File: config.mk
export PLATFORM = sky130hd
export DESIGN_NAME = sga_game_ctrl_flat
export DESIGN_NICKNAME = d
export VERILOG_FILES = /design/src/rtl/sga_pkg.sv /design/src/rtl/sga_game_ctrl_if.sv /design/src/rtl/sga_sat_counter.sv /design/src/rtl/sga_game_ctrl.sv /design/src/flat_wrapper.sv
export SDC_FILE = /design/constraint.sdc
export NUM_CORES = 1
export LEC_CHECK = 0
export ABC_CLOCK_PERIOD_IN_PS = 1650
export BUFFER_PORTS_ARGS = -buffer_cell sky130_fd_sc_hd__buf_4
export CAP_MARGIN = 0
export CORE_ASPECT_RATIO = 0.75
export CORE_MARGIN = 5
export CORE_UTILIZATION = 30
export DETAILED_ROUTE_END_ITERATION = 12
export PLACE_DENSITY = 0.56
export SYNTH_ARGS = -nofsm -noshare
export SYNTH_HDL_FRONTEND = slang
export SYNTH_SLANG_ARGS = --single-unit
export TNS_END_PERCENT = 100
File: constraint.sdc
create_clock -name clock -period 1.65 [get_ports clock]
set_input_delay 0.2475 -clock clock [delete_from_list [all_inputs] [get_ports clock]]
set_output_delay 0.2475 -clock clock [all_outputs]
set_load 0.1 [all_outputs]
File: src/rtl/sga_pkg.sv
`default_nettype none
// ============================================================================
// Module      : sga_pkg
// Description : Shared state encodings and debug width for the snake game
//               arcade control unit.
// Revision    : 1.0 - initial release
// ============================================================================
package sga_pkg;

    localparam int SGA_DB_W = 4;

    localparam logic [SGA_DB_W-1:0] c_ST_IDLE      = 4'h0;
    localparam logic [SGA_DB_W-1:0] c_ST_PREPARE   = 4'h1;
    localparam logic [SGA_DB_W-1:0] c_ST_GEN_APPLE = 4'h2;
    localparam logic [SGA_DB_W-1:0] c_ST_RENDER    = 4'h3;
    localparam logic [SGA_DB_W-1:0] c_ST_WAIT_TICK = 4'h4;
    localparam logic [SGA_DB_W-1:0] c_ST_MOVE      = 4'h5;
    localparam logic [SGA_DB_W-1:0] c_ST_CHECK     = 4'h6;
    localparam logic [SGA_DB_W-1:0] c_ST_GROW      = 4'h7;
    localparam logic [SGA_DB_W-1:0] c_ST_PAUSED    = 4'h8;
    localparam logic [SGA_DB_W-1:0] c_ST_WON       = 4'h9;
    localparam logic [SGA_DB_W-1:0] c_ST_LOST      = 4'hA;
    localparam logic [SGA_DB_W-1:0] c_ST_RESPAWN   = 4'hB;

    typedef enum logic [SGA_DB_W-1:0] {
        ST_IDLE      = c_ST_IDLE,
        ST_PREPARE   = c_ST_PREPARE,
        ST_GEN_APPLE = c_ST_GEN_APPLE,
        ST_RENDER    = c_ST_RENDER,
        ST_WAIT_TICK = c_ST_WAIT_TICK,
        ST_MOVE      = c_ST_MOVE,
        ST_CHECK     = c_ST_CHECK,
        ST_GROW      = c_ST_GROW,
        ST_PAUSED    = c_ST_PAUSED,
        ST_WON       = c_ST_WON,
        ST_LOST      = c_ST_LOST,
        ST_RESPAWN   = c_ST_RESPAWN
    } sga_state_e;

endpackage
`default_nettype wire

File: src/rtl/sga_game_ctrl_if.sv
`default_nettype none
// ============================================================================
// Module      : sga_game_ctrl_if
// Description : Control/status bundle between the game controller (master)
//               and the datapath, apple generator and renderer (slave).
// Revision    : 1.0 - initial release
// ============================================================================
interface sga_game_ctrl_if #(
    parameter int SIZE_W = 4
);
    import sga_pkg::*;

    logic                start;
    logic                pause;
    logic                tick;
    logic                is_at_apple;
    logic                is_at_border;
    logic                is_at_body;
    logic                apple_valid;
    logic                render_done;
    logic                apple_req;
    logic                render_start;
    logic                move;
    logic                clear_body;
    logic [SIZE_W-1:0]   size;
    logic [1:0]          lives;
    logic                paused;
    logic                won;
    logic                lost;
    logic                finished;
    logic [SGA_DB_W-1:0] db_state;

    modport master (
        input  start, pause, tick, is_at_apple, is_at_border, is_at_body,
               apple_valid, render_done,
        output apple_req, render_start, move, clear_body, size, lives,
               paused, won, lost, finished, db_state
    );

    modport slave (
        output start, pause, tick, is_at_apple, is_at_border, is_at_body,
               apple_valid, render_done,
        input  apple_req, render_start, move, clear_body, size, lives,
               paused, won, lost, finished, db_state
    );

endinterface
`default_nettype wire

File: src/rtl/sga_sat_counter.sv
`default_nettype none
// ============================================================================
// Module      : sga_sat_counter
// Description : Loadable up/down counter that saturates at 0 and MAX_VAL.
// Revision    : 1.0 - initial release
// ============================================================================
module sga_sat_counter #(
    parameter int WIDTH   = 4,
    parameter int MAX_VAL = 15
) (
    input  wire logic             clock,
    input  wire logic             restart_n,
    input  wire logic             load,
    input  wire logic [WIDTH-1:0] load_value,
    input  wire logic             inc,
    input  wire logic             dec,
    output logic      [WIDTH-1:0] count
);

    localparam logic [WIDTH-1:0] c_MAX = WIDTH'(MAX_VAL);
    localparam logic [WIDTH-1:0] c_ONE = {{(WIDTH-1){1'b0}}, 1'b1};

    logic [WIDTH-1:0] r_count;

    always_ff @(posedge clock or negedge restart_n) begin
        if (!restart_n) begin
            r_count <= '0;
        end else if (load) begin
            r_count <= load_value;
        end else if (inc && !dec) begin
            if (r_count < c_MAX) r_count <= r_count + c_ONE;
        end else if (dec && !inc) begin
            if (r_count != '0) r_count <= r_count - c_ONE;
        end
    end

    assign count = r_count;

endmodule
`default_nettype wire

File: src/rtl/sga_game_ctrl.sv
`default_nettype none
// ============================================================================
// Module      : sga_game_ctrl
// Description : Snake game arcade control FSM with size/lives counters.
//               Define SGA_LIVES_EN to enable multiple lives with respawn.
// Revision    : 1.0 - initial release
// ============================================================================
module sga_game_ctrl
    import sga_pkg::*;
#(
    parameter int SIZE_W    = 4,
    parameter int INIT_SIZE = 3,
    parameter int MAX_SIZE  = 15,
    parameter int LIVES     = 3
) (
    input  wire logic        clock,
    input  wire logic        restart_n,
    sga_game_ctrl_if.master  bus
);

    localparam logic [SIZE_W-1:0] c_INIT_SIZE = SIZE_W'(INIT_SIZE);
    localparam logic [SIZE_W-1:0] c_MAX_SIZE  = SIZE_W'(MAX_SIZE);
    localparam logic [SIZE_W-1:0] c_SIZE_ONE  = {{(SIZE_W-1){1'b0}}, 1'b1};
    localparam logic [1:0]        c_LIVES     = 2'(LIVES);

    sga_state_e        r_state;
    sga_state_e        w_state_next;
    logic              r_render_start;
    logic              w_size_load;
    logic              w_size_inc;
    logic              w_lives_load;
    logic              w_lives_dec;
    logic              w_hit;
    logic [SIZE_W-1:0] w_size;
    logic [SIZE_W-1:0] w_size_plus;
    logic [1:0]        w_lives;

`ifdef SGA_LIVES_EN
    // Distinguishes PREPARE_KEEP from PREPARE; both report the PREPARE code.
    logic r_keep_lives;
    logic w_keep_next;

    always_ff @(posedge clock or negedge restart_n) begin
        if (!restart_n) r_keep_lives <= 1'b0;
        else            r_keep_lives <= w_keep_next;
    end
`endif

    assign w_hit       = bus.is_at_border | bus.is_at_body;
    assign w_size_plus = w_size + c_SIZE_ONE;

    always_ff @(posedge clock or negedge restart_n) begin
        if (!restart_n) begin
            r_state        <= ST_IDLE;
            r_render_start <= 1'b0;
        end else begin
            r_state        <= w_state_next;
            r_render_start <= (w_state_next == ST_RENDER) && (r_state != ST_RENDER);
        end
    end

    always_comb begin
        w_state_next = r_state;
        w_size_load  = 1'b0;
        w_size_inc   = 1'b0;
        w_lives_load = 1'b0;
        w_lives_dec  = 1'b0;
`ifdef SGA_LIVES_EN
        w_keep_next  = r_keep_lives;
`endif
        case (r_state)
            ST_IDLE: begin
                if (bus.start) w_state_next = ST_PREPARE;
`ifdef SGA_LIVES_EN
                w_keep_next = 1'b0;
`endif
            end
            ST_PREPARE: begin
                w_state_next = ST_GEN_APPLE;
                w_size_load  = 1'b1;
`ifdef SGA_LIVES_EN
                w_lives_load = !r_keep_lives;
                w_keep_next  = 1'b0;
`endif
            end
            ST_GEN_APPLE: if (bus.apple_valid) w_state_next = ST_RENDER;
            ST_RENDER:    if (bus.render_done) w_state_next = ST_WAIT_TICK;
            ST_WAIT_TICK: begin
                if (bus.pause)     w_state_next = ST_PAUSED;
                else if (bus.tick) w_state_next = ST_MOVE;
            end
            ST_MOVE:      w_state_next = ST_CHECK;
            ST_CHECK: begin
                if (w_hit) begin
`ifdef SGA_LIVES_EN
                    if (w_lives > 2'd1) begin
                        w_state_next = ST_RESPAWN;
                    end else begin
                        w_state_next = ST_LOST;
                        w_lives_dec  = 1'b1;
                    end
`else
                    w_state_next = ST_LOST;
`endif
                end else if (bus.is_at_apple) begin
                    w_state_next = ST_GROW;
                end else begin
                    w_state_next = ST_RENDER;
                end
            end
            ST_GROW: begin
                w_size_inc   = 1'b1;
                w_state_next = (w_size_plus == c_MAX_SIZE) ? ST_WON : ST_GEN_APPLE;
            end
            // Resuming redraws the frame first so the player sees the board before play continues.
            ST_PAUSED: if (bus.start && !bus.pause) w_state_next = ST_RENDER;
            ST_WON, ST_LOST: begin
                if (bus.start) w_state_next = ST_PREPARE;
`ifdef SGA_LIVES_EN
                w_keep_next = 1'b0;
`endif
            end
            ST_RESPAWN: begin
                w_state_next = ST_PREPARE;
                w_lives_dec  = 1'b1;
`ifdef SGA_LIVES_EN
                w_keep_next  = 1'b1;
`endif
            end
            default: w_state_next = ST_IDLE;
        endcase
    end

    sga_sat_counter #(
        .WIDTH   (SIZE_W),
        .MAX_VAL (MAX_SIZE)
    ) u_size_cnt (
        .clock      (clock),
        .restart_n  (restart_n),
        .load       (w_size_load),
        .load_value (c_INIT_SIZE),
        .inc        (w_size_inc),
        .dec        (1'b0),
        .count      (w_size)
    );

    // Without lives the load/dec controls stay low, so this counter holds 0.
    sga_sat_counter #(
        .WIDTH   (2),
        .MAX_VAL (3)
    ) u_lives_cnt (
        .clock      (clock),
        .restart_n  (restart_n),
        .load       (w_lives_load),
        .load_value (c_LIVES),
        .inc        (1'b0),
        .dec        (w_lives_dec),
        .count      (w_lives)
    );

    assign bus.apple_req    = (r_state == ST_GEN_APPLE);
    assign bus.render_start = r_render_start;
    assign bus.move         = (r_state == ST_MOVE);
    assign bus.clear_body   = (r_state == ST_IDLE) || (r_state == ST_PREPARE) ||
                              (r_state == ST_RESPAWN);
    assign bus.size         = w_size;
    assign bus.lives        = w_lives;
    assign bus.paused       = (r_state == ST_PAUSED);
    assign bus.won          = (r_state == ST_WON);
    assign bus.lost         = (r_state == ST_LOST);
    assign bus.finished     = (r_state == ST_WON) || (r_state == ST_LOST);
    assign bus.db_state     = r_state;

endmodule
`default_nettype wire

File: src/flat_wrapper.sv
// flat-port wrapper written by rule: the top's interface ports become plain ports
module sga_game_ctrl_flat import sga_pkg::*;
#(
    parameter int SIZE_W    = 4,
    parameter int INIT_SIZE = 3,
    parameter int MAX_SIZE  = 15,
    parameter int LIVES     = 3
)
  (clock, restart_n, bus_start, bus_pause, bus_tick, bus_is_at_apple, bus_is_at_border, bus_is_at_body, bus_apple_valid, bus_render_done, bus_apple_req, bus_render_start, bus_move, bus_clear_body, bus_size, bus_lives, bus_paused, bus_won, bus_lost, bus_finished, bus_db_state);
  sga_game_ctrl_if #(.SIZE_W(SIZE_W)) bus_i ();
  input  wire logic clock;
  input  wire logic restart_n;
  input wire logic [$bits(bus_i.start)-1:0] bus_start;
  input wire logic [$bits(bus_i.pause)-1:0] bus_pause;
  input wire logic [$bits(bus_i.tick)-1:0] bus_tick;
  input wire logic [$bits(bus_i.is_at_apple)-1:0] bus_is_at_apple;
  input wire logic [$bits(bus_i.is_at_border)-1:0] bus_is_at_border;
  input wire logic [$bits(bus_i.is_at_body)-1:0] bus_is_at_body;
  input wire logic [$bits(bus_i.apple_valid)-1:0] bus_apple_valid;
  input wire logic [$bits(bus_i.render_done)-1:0] bus_render_done;
  output wire logic [$bits(bus_i.apple_req)-1:0] bus_apple_req;
  output wire logic [$bits(bus_i.render_start)-1:0] bus_render_start;
  output wire logic [$bits(bus_i.move)-1:0] bus_move;
  output wire logic [$bits(bus_i.clear_body)-1:0] bus_clear_body;
  output wire logic [$bits(bus_i.size)-1:0] bus_size;
  output wire logic [$bits(bus_i.lives)-1:0] bus_lives;
  output wire logic [$bits(bus_i.paused)-1:0] bus_paused;
  output wire logic [$bits(bus_i.won)-1:0] bus_won;
  output wire logic [$bits(bus_i.lost)-1:0] bus_lost;
  output wire logic [$bits(bus_i.finished)-1:0] bus_finished;
  output wire logic [$bits(bus_i.db_state)-1:0] bus_db_state;
  assign bus_i.start = bus_start;
  assign bus_i.pause = bus_pause;
  assign bus_i.tick = bus_tick;
  assign bus_i.is_at_apple = bus_is_at_apple;
  assign bus_i.is_at_border = bus_is_at_border;
  assign bus_i.is_at_body = bus_is_at_body;
  assign bus_i.apple_valid = bus_apple_valid;
  assign bus_i.render_done = bus_render_done;
  assign bus_apple_req = bus_i.apple_req;
  assign bus_render_start = bus_i.render_start;
  assign bus_move = bus_i.move;
  assign bus_clear_body = bus_i.clear_body;
  assign bus_size = bus_i.size;
  assign bus_lives = bus_i.lives;
  assign bus_paused = bus_i.paused;
  assign bus_won = bus_i.won;
  assign bus_lost = bus_i.lost;
  assign bus_finished = bus_i.finished;
  assign bus_db_state = bus_i.db_state;
  sga_game_ctrl #(.SIZE_W(SIZE_W), .INIT_SIZE(INIT_SIZE), .MAX_SIZE(MAX_SIZE), .LIVES(LIVES)) u_core (.clock(clock), .restart_n(restart_n), .bus(bus_i));
endmodule
==> impl_results.md <==
* Fillers at 272
* Post-synthesis register bit count at 11
* Global route overflow at 0
* EDFF count, synth at 0
* Fin util at 54.2%
* Max Root-Sink Buffers at 2
* Initial drt markers at 41
* CTS clk-pin slew, worst paths at 0.05 ns
* Adder and majority gate portion of the synthesized area at 4.24%
* CTS tree: yes
* Share of cells above drive strength 1 at 56.7%
* Final cell count without fillers at 188
* HP Class: primary input to register
* Setup slack after layout at -0.0318 ns
* Period utilization at 102%
* Synth warn at 0
* Diode count at 0
* Failing checks: negative setup slack
* Post-Synth Simple-Gate Area at 29.1%
* WL/cell at 15.6 µm
* Post-synth top area cell: dfrtp_1
* Finish-stage setup viols at 5
* Clock skew at 0.00315 ns
* Pin count of the biggest net entering global routing at 15
* Drt total wl at 2.93 mm
* Max Transition Viols Final at 0
* Largest family of logic cells by synthesized area: simple AND/OR/NAND/NOR gates
* Final Hold Fails at 0
* Max_cap viols at 0
* CORE AREA at 2890 µm²
* Root Driver: clkbuf_8
* Post-synthesis xor/xnor area fraction at 3.96%
* Starting Density at 30.6%
* Worst Path Max Fanout at 10
* Area of placed instances at 1280 µm²
* Top area cells in the synthesized netlist: dfrtp_1 31%, ha_1 4.2%, inv_1 4.2%
* Synth Flop Type: dfrtp_1
* Area occupied by multi-input gates at 678 µm²
* Post-synthesis mux area share at 2.26%
* WS Path Type: register to output port
* WP data required at 1.40 ns
* Most frequent cells in the layout: 35 x buf_4, 10 x inv_1, 7 x buf_6
* Status: finished with violations
* Layout Nets at 164
* Yosys top cell area share at 31.1%
* # rows at 17
* Layout area overhead at 77.2%
* Final antenna-violating net count at 0
* RSZ-0062 raised after global routing: yes
* FF/Latch Area at 303 µm²
* Initial antenna violation count at 0
* Router iterations before antenna repair at 4
* Syn avg cell area at 8.59 µm²
* Overall Global Routing Usage at 14.6%
* Slowest stage delay, CP at 0.56 ns
* Synth unique cells at 41
* Via count at 973
* Number of global-route vias before repair at 979
* Seq/Total Area, Yosys at 31.1%
* Placed Cells at 170
* Compound-gate portion of the synthesized area at 20.8%
* Via-to-Cell Ratio at 5.18
* Slew margin rel. at 75.3%
* Synthesized Nets at 116
* GR peak layer: met1
* Die ar. at 4150 µm²
* GR Util met3 at 2.46%
* CP Cell Sequence: buf_6 > xnor2_4 > nor2_4 > buf_12
* Met1 GRT Util at 22.0%
* Slew @ Worst Pin at 0.370 ns
* Max frequency at 595 MHz
* Die Y at 57.0 µm
* GPL Wtd Cong at 0.845
* Period minus WS final at 1.68 ns
* CP endpoint kind: output port
* Clock Sinks at 11
* CP max-delay cell: dfrtp_4
* First-pass GRT wire length at 4.82 mm
* Synthesized cell area at 885 µm²
* Async set-reset flop share out of synthesis at 100%
* Critical Path AT at 1.43 ns
* DP Wirelength at 2.02 mm
* Startpoint type of the worst setup path: register
* Top Ports at 28
* Most common cell after layout, fill and taps aside: buf_4
* Maximum level of the CTS H-tree at 1
* Skew-Pair Late Insertion Delay at 0.24 ns
* Die W at 72.7 µm
* Fin area at 1570 µm²
* DRC errors left at 0
* I/O Buffers at 27
* Routing usage on met2 at 20.7%
* Synth Instances at 103
* CTS buffer count at 3
## worst max-delay path: cells and delay by family (launching register included)
| family | cells | cell delay, ns |
|---|---|---|
| XOR/XNOR | 1 | 0.15 |
| buffers and inverters | 2 | 0.35 |
| flip-flops | 1 | 0.56 |
| AND/OR/NAND/NOR | 1 | 0.13 |
## cell families after synthesis
logic type      count (synthesis)
buf+inv                        16
compound gates                 22
mux                             2
simple gates                   45
fa+ha+maj                       3
xor+xnor                        4
flops                          11
## metrics by stage
step           hold slack (ns)  setup WS (ns)  TNS (ns)
4_1_cts                  0.309        -0.0663    -0.175
3_5_place_dp            0.0949         0.0329         0
3_3_place_gp            0.0941         0.0535         0
5_1_grt                  0.317        -0.0860    -0.534
6_report                 0.304        -0.0318    -0.106
2_1_floorplan          -0.0481         -0.748     -3.70
## sequential cells by signal, indices dropped and copies added, names as in the netlist
signal / cells
u_core.u_size_cnt.count: 4
u_core.u_lives_cnt.count: 2
u_core.bus.render_start: 1
u_core.bus.db_state: 4
## what timing repair did
item / in CTS / in global routing
gates cloned: 0 / 0
setup endpoints to repair: 7 / 13
endpoints found under the hold margin: 11 / 0
resized for setup: 22 / 11
buffers inserted: 9 / 5
pin swaps: 3 / 5
hold buffers: 1 / 0
## per-layer routing
layer | up-vias | part of all wire (%)
met2 | 36 | 44
met3 | 6 | 6.2
met5 | - | 0
li1 | 466 | -
met1 | 465 | 48
met4 | 0 | 2.0
## area by class of cell
cell class              instances  share of cell area, %
clock buffers                   4                   2.87
inverters                      10                   2.39
multi-input cells              76                   43.3
flip-flops and latches         11                   19.3
well taps                      38                   3.03
repair buffers                 49                   29.1
## worst paths after layout
kind / startpoint / to / depth (start not counted) / slack (ns)
min in group asynchronous: restart_n / u_core.u_size_cnt.count[0] / 2 / 0.38
setup / recovery: u_core.bus.db_state[0] / bus_finished / 4 / -0.03
hold / removal: bus_is_at_apple / u_core.bus.db_state[2] / 3 / 0.30
hold reg to reg: u_core.u_lives_cnt.count[1] / u_core.u_lives_cnt.count[1] / 2 / 0.57
setup reg to reg: u_core.bus.db_state[1] / u_core.bus.db_state[0] / 6 / -0.03
max in group asynchronous: restart_n / u_core.bus.db_state[0] / 2 / 1.10
## synthesized netlist by cell type (2+ instances only)
master and instances:
nor4b_1 2, and3_1 2, nor2_1 8, buf_2 3, nor2b_1 3, o32ai_1 4
nand2_1 6, and4b_1 2, ha_1 3, mux2i_1 2, or2_2 2, o21ai_0 2
dfrtp_1 11, a211oi_1 2, nor3_1 5, a21oi_1 3, nand3_1 4, nand2b_1 5
inv_1 10, xnor2_1 3
Power is not shown: default switching activity piles up to over one toggle a cycle in this logic, so the estimate is an artifact.
